[src/rtl/fuel_pump_guard_pkg.sv]
// fuel_pump_pkg: state encodings and shared widths for the fuel pump guard.
package fuel_pump_pkg;
    localparam int FAIL_W = 4;

    typedef enum logic [1:0] {
        ST_OFF     = 2'd0,
        ST_ARMING  = 2'd1,
        ST_ON      = 2'd2,
        ST_LOCKOUT = 2'd3
    } state_t;
endpackage

[src/rtl/fuel_pump_guard_if.sv]
// fuel_pump_guard_if: driver inputs and guard status outputs.
interface fuel_pump_guard_if;
    import fuel_pump_pkg::*;

    logic              i_ignition;
    logic              i_switch;
    logic              i_pedal;
    logic              o_status;
    logic              o_armed;
    logic              o_locked;
    logic [FAIL_W-1:0] o_fail_count;
    logic [1:0]        o_state;

    modport master (
        output i_ignition, i_switch, i_pedal,
        input  o_status, o_armed, o_locked, o_fail_count, o_state
    );

    modport slave (
        input  i_ignition, i_switch, i_pedal,
        output o_status, o_armed, o_locked, o_fail_count, o_state
    );
endinterface

[src/rtl/fuel_pump_guard_hold_cnt.sv]
// fuel_pump_hold_cnt: shared cycle counter for ARMING hold time and LOCKOUT duration.
// Stops at the terminal value so it can never wrap.
module fuel_pump_hold_cnt
    import fuel_pump_pkg::*;
#(
    parameter int CNT_W = 4
) (
    input  logic             i_clk,
    input  logic             i_rst_n,
    input  logic             i_clr,
    input  logic             i_en,
    input  logic [CNT_W-1:0] i_term,
    output logic             o_tc
);
    logic [CNT_W-1:0] r_cnt;

    always_ff @(posedge i_clk or negedge i_rst_n) begin
        if (!i_rst_n)
            r_cnt <= '0;
        else if (i_clr)
            r_cnt <= '0;
        else if (i_en && !o_tc)
            r_cnt <= r_cnt + 1'b1;
    end

    assign o_tc = (r_cnt == i_term);
endmodule

[src/rtl/fuel_pump_guard.sv]
// fuel_pump_guard: anti-theft fuel pump interlock (OFF/ARMING/ON/LOCKOUT).
// Define FUEL_PUMP_LOCKOUT_EN to build the LOCKOUT state; otherwise failures only count.
module fuel_pump_guard
    import fuel_pump_pkg::*;
#(
    parameter int HOLD_CYCLES    = 4,
    parameter int MAX_TRIES      = 3,
    parameter int LOCKOUT_CYCLES = 1024
) (
    input  logic               i_clk,
    input  logic               i_rst_n,
    fuel_pump_guard_if.slave   bus
);
    localparam int MAX_CYC = (HOLD_CYCLES > LOCKOUT_CYCLES) ? HOLD_CYCLES : LOCKOUT_CYCLES;
    localparam int CNT_W   = $clog2(MAX_CYC + 1);

    localparam logic [CNT_W-1:0]  HOLD_TERM = CNT_W'(HOLD_CYCLES - 1);
    localparam logic [FAIL_W-1:0] MAX_F     = FAIL_W'(MAX_TRIES);
`ifdef FUEL_PUMP_LOCKOUT_EN
    localparam logic [CNT_W-1:0]  LOCK_TERM = CNT_W'(LOCKOUT_CYCLES - 1);
`endif

    state_t            r_state;
    logic [FAIL_W-1:0] r_fail;

    state_t            w_state_nxt;
    logic [FAIL_W-1:0] w_fail_nxt;
    logic [FAIL_W-1:0] w_fail_inc;
    logic              w_cnt_clr;
    logic              w_cnt_en;
    logic [CNT_W-1:0]  w_term;
    logic              w_tc;
    logic              w_all;

    assign w_all      = bus.i_ignition & bus.i_switch & bus.i_pedal;
    assign w_fail_inc = (r_fail >= MAX_F) ? MAX_F : r_fail + 1'b1;

    fuel_pump_hold_cnt #(.CNT_W(CNT_W)) u_hold_cnt (
        .i_clk   (i_clk),
        .i_rst_n (i_rst_n),
        .i_clr   (w_cnt_clr),
        .i_en    (w_cnt_en),
        .i_term  (w_term),
        .o_tc    (w_tc)
    );

    always_ff @(posedge i_clk or negedge i_rst_n) begin
        if (!i_rst_n) begin
            r_state <= ST_OFF;
            r_fail  <= '0;
        end else begin
            r_state <= w_state_nxt;
            r_fail  <= w_fail_nxt;
        end
    end

    always_comb begin
        w_state_nxt = r_state;
        w_fail_nxt  = r_fail;
        w_cnt_clr   = 1'b0;
        w_cnt_en    = 1'b0;
        w_term      = HOLD_TERM;
        case (r_state)
            ST_OFF: begin
                if (w_all) begin
                    w_state_nxt = ST_ARMING;
                    w_cnt_clr   = 1'b1;
                end
            end
            ST_ARMING: begin
                // Ignition loss is an abort, checked before any failure condition.
                if (!bus.i_ignition) begin
                    w_state_nxt = ST_OFF;
                end else if (bus.i_switch && bus.i_pedal) begin
                    if (w_tc) begin
                        w_state_nxt = ST_ON;
                        w_fail_nxt  = '0;
                    end else begin
                        w_cnt_en = 1'b1;
                    end
                end else begin
                    w_fail_nxt = w_fail_inc;
`ifdef FUEL_PUMP_LOCKOUT_EN
                    if (w_fail_inc == MAX_F) begin
                        w_state_nxt = ST_LOCKOUT;
                        w_cnt_clr   = 1'b1;
                    end else begin
                        w_state_nxt = ST_OFF;
                    end
`else
                    w_state_nxt = ST_OFF;
`endif
                end
            end
            ST_ON: begin
                w_fail_nxt = '0;
                if (!bus.i_ignition)
                    w_state_nxt = ST_OFF;
            end
            ST_LOCKOUT: begin
`ifdef FUEL_PUMP_LOCKOUT_EN
                w_term = LOCK_TERM;
                if (w_tc) begin
                    w_state_nxt = ST_OFF;
                    w_fail_nxt  = '0;
                end else begin
                    w_cnt_en = 1'b1;
                end
`else
                w_state_nxt = ST_OFF;
`endif
            end
            default: w_state_nxt = ST_OFF;
        endcase
    end

    assign bus.o_state      = r_state;
    assign bus.o_fail_count = r_fail;
    assign bus.o_status     = (r_state == ST_ON);
    assign bus.o_armed      = (r_state == ST_ARMING);
`ifdef FUEL_PUMP_LOCKOUT_EN
    assign bus.o_locked     = (r_state == ST_LOCKOUT);
`else
    assign bus.o_locked     = 1'b0;
`endif
endmodule

[src/flat_wrapper.sv]
// flat-port wrapper written by rule: the top's interface ports become plain ports
module fuel_pump_guard_flat import fuel_pump_pkg::*;
#(
    parameter int HOLD_CYCLES    = 4,
    parameter int MAX_TRIES      = 3,
    parameter int LOCKOUT_CYCLES = 1024
)
  (i_clk, i_rst_n, bus_i_ignition, bus_i_switch, bus_i_pedal, bus_o_status, bus_o_armed, bus_o_locked, bus_o_fail_count, bus_o_state);
  fuel_pump_guard_if bus_i ();
  input  logic i_clk;
  input  logic i_rst_n;
  input wire logic [$bits(bus_i.i_ignition)-1:0] bus_i_ignition;
  input wire logic [$bits(bus_i.i_switch)-1:0] bus_i_switch;
  input wire logic [$bits(bus_i.i_pedal)-1:0] bus_i_pedal;
  output wire logic [$bits(bus_i.o_status)-1:0] bus_o_status;
  output wire logic [$bits(bus_i.o_armed)-1:0] bus_o_armed;
  output wire logic [$bits(bus_i.o_locked)-1:0] bus_o_locked;
  output wire logic [$bits(bus_i.o_fail_count)-1:0] bus_o_fail_count;
  output wire logic [$bits(bus_i.o_state)-1:0] bus_o_state;
  assign bus_i.i_ignition = bus_i_ignition;
  assign bus_i.i_switch = bus_i_switch;
  assign bus_i.i_pedal = bus_i_pedal;
  assign bus_o_status = bus_i.o_status;
  assign bus_o_armed = bus_i.o_armed;
  assign bus_o_locked = bus_i.o_locked;
  assign bus_o_fail_count = bus_i.o_fail_count;
  assign bus_o_state = bus_i.o_state;
  fuel_pump_guard #(.HOLD_CYCLES(HOLD_CYCLES), .MAX_TRIES(MAX_TRIES), .LOCKOUT_CYCLES(LOCKOUT_CYCLES)) u_core (.i_clk(i_clk), .i_rst_n(i_rst_n), .bus(bus_i));
endmodule
[config.mk]
export PLATFORM = sky130hd
export DESIGN_NAME = fuel_pump_guard_flat
export DESIGN_NICKNAME = d
export VERILOG_FILES = /design/src/rtl/fuel_pump_guard_pkg.sv /design/src/rtl/fuel_pump_guard_if.sv /design/src/rtl/fuel_pump_guard_hold_cnt.sv /design/src/rtl/fuel_pump_guard.sv /design/src/flat_wrapper.sv
export SDC_FILE = /design/constraint.sdc
export NUM_CORES = 1
export LEC_CHECK = 0
export ABC_AREA = 1
export ABC_CLOCK_PERIOD_IN_PS = 1600
export CAP_MARGIN = 20
export CELL_PAD_IN_SITES_DETAIL_PLACEMENT = 1
export CELL_PAD_IN_SITES_GLOBAL_PLACEMENT = 2
export CORE_ASPECT_RATIO = 1.4
export CORE_UTILIZATION = 28
export CTS_CLUSTER_DIAMETER = 30
export DETAILED_ROUTE_END_ITERATION = 8
export PLACE_DENSITY = 0.73
export SYNTH_ARGS = -nofsm -noshare
export SYNTH_HDL_FRONTEND = slang
export SYNTH_HIERARCHICAL = 1
export SYNTH_SLANG_ARGS = --single-unit
[constraint.sdc]
create_clock -name i_clk -period 1.6 [get_ports i_clk]
set_input_delay 0.24 -clock i_clk [delete_from_list [all_inputs] [get_ports i_clk]]
set_output_delay 0.24 -clock i_clk [all_outputs]
set_load 0.02 [all_outputs]
==> impl_metrics.xml <==
<?xml version="1.0" encoding="UTF-8"?>
<metrics>
  <group name="logic_synthesis">
    <metric name="syn-cell-area" unit="sq um">1350</metric>
    <metric name="synthesis.yosys.warnings" unit="">6</metric>
    <metric name="average_size_of_a_mapped_cell" unit="sq um">6.70</metric>
    <metric name="postSynthRegisterBits" unit="">17</metric>
    <metric name="synth_cells" unit="">201</metric>
    <metric name="yosysSeqAreaShare" unit="%">31.6</metric>
    <metric name="synth.lib_cells_used.distinct" unit="">20</metric>
  </group>
  <group name="clock_tree">
    <metric name="cts-htree-levels" unit="">1</metric>
    <metric name="tritoncts_num_sinks" unit="">17</metric>
    <metric name="cts_tree" unit="">done</metric>
    <metric name="tritoncts.num_buffers" unit="">3</metric>
    <metric name="cts.clk_slew.worst_paths" unit="ns">0.07</metric>
    <metric name="worstSkewPairLatency" unit="ns">0.26</metric>
    <metric name="clock-root-buffer" unit="">sky130_fd_sc_hd__clkbuf_8</metric>
    <metric name="bufs_on_longest_clock_path" unit="">2</metric>
  </group>
  <group name="status">
    <metric name="run_status" unit="">finished clean</metric>
  </group>
  <group name="finish">
    <metric name="fillers" unit="">612</metric>
    <metric name="final-instance-count-excl-fill" unit="">312</metric>
    <metric name="post_route_cells_drive_above_1_share" unit="%">24.0</metric>
    <metric name="fin_area" unit="sq um">1850</metric>
    <metric name="final_net_count" unit="">261</metric>
    <metric name="area_growth" unit="%">37.4</metric>
    <metric name="insertedDiodeCount" unit="">0</metric>
  </group>
  <group name="floorplanning">
    <metric name="initial_utilization" unit="%">29.5</metric>
    <metric name="core_area" unit="sq um">4570</metric>
    <metric name="top_level_pins" unit="">14</metric>
    <metric name="floorplan.rows" unit="">29</metric>
    <metric name="die_area" unit="sq um">5100</metric>
    <metric name="die_y" unit="microns">84.1</metric>
    <metric name="dieWidth" unit="microns">60.6</metric>
  </group>
  <group name="detailed_routing">
    <metric name="drt.antenna.violating_nets" unit="">0</metric>
    <metric name="routed_wirelength" unit="mm">3.64</metric>
    <metric name="detail_route.first_pass.iterations" unit="">4</metric>
    <metric name="post_detailed_route_drc_marker_count" unit="">0</metric>
    <metric name="drt-wirelength-per-cell" unit="microns">11.7</metric>
    <metric name="dr_total_vias" unit="">1358</metric>
    <metric name="detail_route.vias_per_cell" unit="">4.35</metric>
    <metric name="drt-initial-drc-count" unit="">8</metric>
  </group>
  <group name="critical_path">
    <metric name="cp_top_family" unit="">buffers and inverters</metric>
    <metric name="critPathKind" unit="">flop to output pin</metric>
    <metric name="timing.critical_path.slowest_stage_cell" unit="">sky130_fd_sc_hd__clkdlybuf4s50_1</metric>
    <metric name="cp_max_fo" unit="">4</metric>
    <metric name="timing.critical_path.required" unit="ns">1.36</metric>
    <metric name="cpPeakStageDelay" unit="ns">0.64</metric>
    <metric name="worst_setup_path_startpoint" unit="">u_core/bus.o_fail_count[0]$_DFFE_PN0P_</metric>
    <metric name="start_kind" unit="">flop</metric>
    <metric name="critical_path.n_buffers_inverters" unit="">1</metric>
    <metric name="cp.arrival" unit="ns">1.32</metric>
    <metric name="timing.critical_path.to_type" unit="">output pin</metric>
    <metric name="worst_r2r_startpoint" unit="">u_core/u_hold_cnt/r_cnt[6]$_DFFE_PN0P_</metric>
    <metric name="cell_by_cell_listing_of_the_critical_path" unit="">clkdlybuf4s50_1</metric>
  </group>
  <group name="global_routing">
    <metric name="first_global_vias" unit="">1411</metric>
    <metric name="grt_first_pass_wirelength" unit="mm">6.23</metric>
    <metric name="antenna_found_initial" unit="">0</metric>
    <metric name="grt_max_degree" unit="">18</metric>
    <metric name="grt.total_usage" unit="%">16.3</metric>
    <metric name="grt_overflow_total" unit="">0</metric>
  </group>
  <group name="power">
    <metric name="leakage" unit="nW">1.01</metric>
    <metric name="power-per-cell-area" unit="nW/um^2">940</metric>
    <metric name="power.internal" unit="mW">1.03</metric>
    <metric name="share_seq_of_total_power" unit="%">31.8</metric>
    <metric name="comb_power_share" unit="%">48.6</metric>
    <metric name="finalPower" unit="mW">1.74</metric>
    <metric name="netSwitchingFraction" unit="%">40.9</metric>
    <metric name="ir_drop" unit="mV">0.624</metric>
    <metric name="switching_power" unit="mW">0.713</metric>
    <metric name="power.clock.fraction" unit="%">19.6</metric>
  </group>
  <group name="placement">
    <metric name="placed_cell_area" unit="sq um">1740</metric>
    <metric name="dp.cells" unit="">306</metric>
    <metric name="dp_hpwl" unit="mm">2.94</metric>
    <metric name="port-buffer-count" unit="">12</metric>
    <metric name="weighted_congestion_at_the_end_of_routability_driven_global_placement" unit="">0.802</metric>
  </group>
  <group name="sta">
    <metric name="fin_tns_setup" unit="ns">0</metric>
    <metric name="finClkSkew" unit="ns">0.00279</metric>
    <metric name="hold_slack" unit="ns">0.314</metric>
    <metric name="timing.fmax" unit="MHz">643</metric>
    <metric name="period_share" unit="%">97.2</metric>
    <metric name="rsz0062_at_grt" unit="">yes</metric>
    <metric name="timing_hold_violations_final" unit="">0</metric>
    <metric name="shortest_clock_period_the_worst_path_allows_after_layout" unit="ns">1.56</metric>
    <metric name="timing.final.setup_violations" unit="">0</metric>
    <metric name="slew_viol_final" unit="">0</metric>
  </group>
  <group name="job">
    <metric name="maxCapViolCount" unit="">0</metric>
  </group>
  <group name="min_path">
    <metric name="hp-class" unit="">primary input to async pin</metric>
  </group>
</metrics>
## synthesized netlist by cell type (all sizes together)
cell	count	area share, %
conb	2	0.56
buf	7	3.2
ha	5	4.6
xnor2	6	3.9
dfrtp	17	32
o21ai	1	0.37
nand4	12	5.6
nor2	20	7.6
nor3	1	0.37
nand2	71	21
inv	33	9.2
nand3	22	9.7
xor2	4	2.6
## final cells by class
type / count / area, sq um / share of cell area [%]
clock buffer: 3 / 41.3 / 2.23
tap: 62 / 77.6 / 4.19
inverter: 33 / 129 / 6.96
sequential: 17 / 425 / 23.0
timing repair buffer: 38 / 319 / 17.2
multi-input combinational: 158 / 855 / 46.1
clock inverter: 1 / 5.00 / 0.270
## path summary, 6_finish.rpt
check | cells after the start | slack [ns] | endpoint
max in group asynchronous | 2 | 1.09 | u_core/u_hold_cnt/r_cnt[8]$_DFFE_PN0P_
min reg2reg | 2 | 0.52 | u_core/bus.o_fail_count[1]$_DFFE_PN0P_
min in group i_clk | 2 | 0.52 | u_core/bus.o_fail_count[1]$_DFFE_PN0P_
max | 1 | 0.04 | bus_o_fail_count[0]
max reg2reg | 11 | 0.05 | u_core/u_hold_cnt/r_cnt[6]$_DFFE_PN0P_
min | 2 | 0.31 | u_core/u_hold_cnt/r_cnt[9]$_DFFE_PN0P_
## cell usage in the layout (no fill, tap or decap), types with 6 or more instances in the layout
master,synthesis,routed
sky130_fd_sc_hd__nor2_2,5,6
sky130_fd_sc_hd__conb_1,2,16
sky130_fd_sc_hd__dfrtp_1,17,17
sky130_fd_sc_hd__nand3_1,18,18
sky130_fd_sc_hd__clkdlybuf4s50_1,0,10
sky130_fd_sc_hd__nand2_1,66,60
sky130_fd_sc_hd__nor2_1,13,12
sky130_fd_sc_hd__inv_1,31,29
sky130_fd_sc_hd__buf_4,1,25
sky130_fd_sc_hd__nand2_2,5,9
sky130_fd_sc_hd__nand4_1,12,12
## cells by family (layout without fill, tap and decap cells)
kind of cell | after synthesis | in the layout | synth area share [%]
simple gates | 126 | 126 | 43.9
flops | 17 | 17 | 31.6
xor+xnor | 10 | 10 | 6.50
buf+inv | 40 | 75 | 12.4
compound gates | 1 | 1 | 0.371
other cells | 2 | 16 | 0.557
fa+ha+maj | 5 | 5 | 4.64
## through the flow
| step | worst slack [ns] | utilization [%] |
|---|---|---|
| floorplan | 0.0150 | - |
| global placement | -0.0244 | 38.0 |
| detailed placement | -0.0665 | 38.0 |
| CTS | 0.0124 | 39.1 |
| global route | -0.103 | 40.5 |
| finish | 0.0445 | 40.5 |
## registers in the layout, summed over array words and instances, names as in the netlist
signal	count
u_core/bus.o_fail_count	4
u_core/u_hold_cnt/r_cnt	11
u_core/bus.o_state	2
## what timing repair did
item	in CTS	in global routing
hold buffers	0	0
pin swaps	0	16
buffers inserted	0	2
gates resized for setup	3	15
endpoints found under the setup margin	3	19
## per-layer routing
metal / global-route usage [%] / part of all wire (%) / up-vias
met4: 6.20 / 1.3 / 0
met2: 31.1 / 57 / 15
met5: 0 / 0 / -
met3: 2.02 / 1.8 / 4
li1: - / - / 695
met1: 17.1 / 40 / 644
## power groups by stage
stage               logic (mW)  clock network [mW]  registers (mW)
floorplan                0.433                   0           0.611
global placement         0.772                   0           0.555
detailed placement       0.809                   0           0.558
CTS                      0.802               0.363           0.551
global route             0.944               0.371           0.564
finish                   0.846               0.341           0.554
No activity file was read; power rests on OpenSTA's default activity.
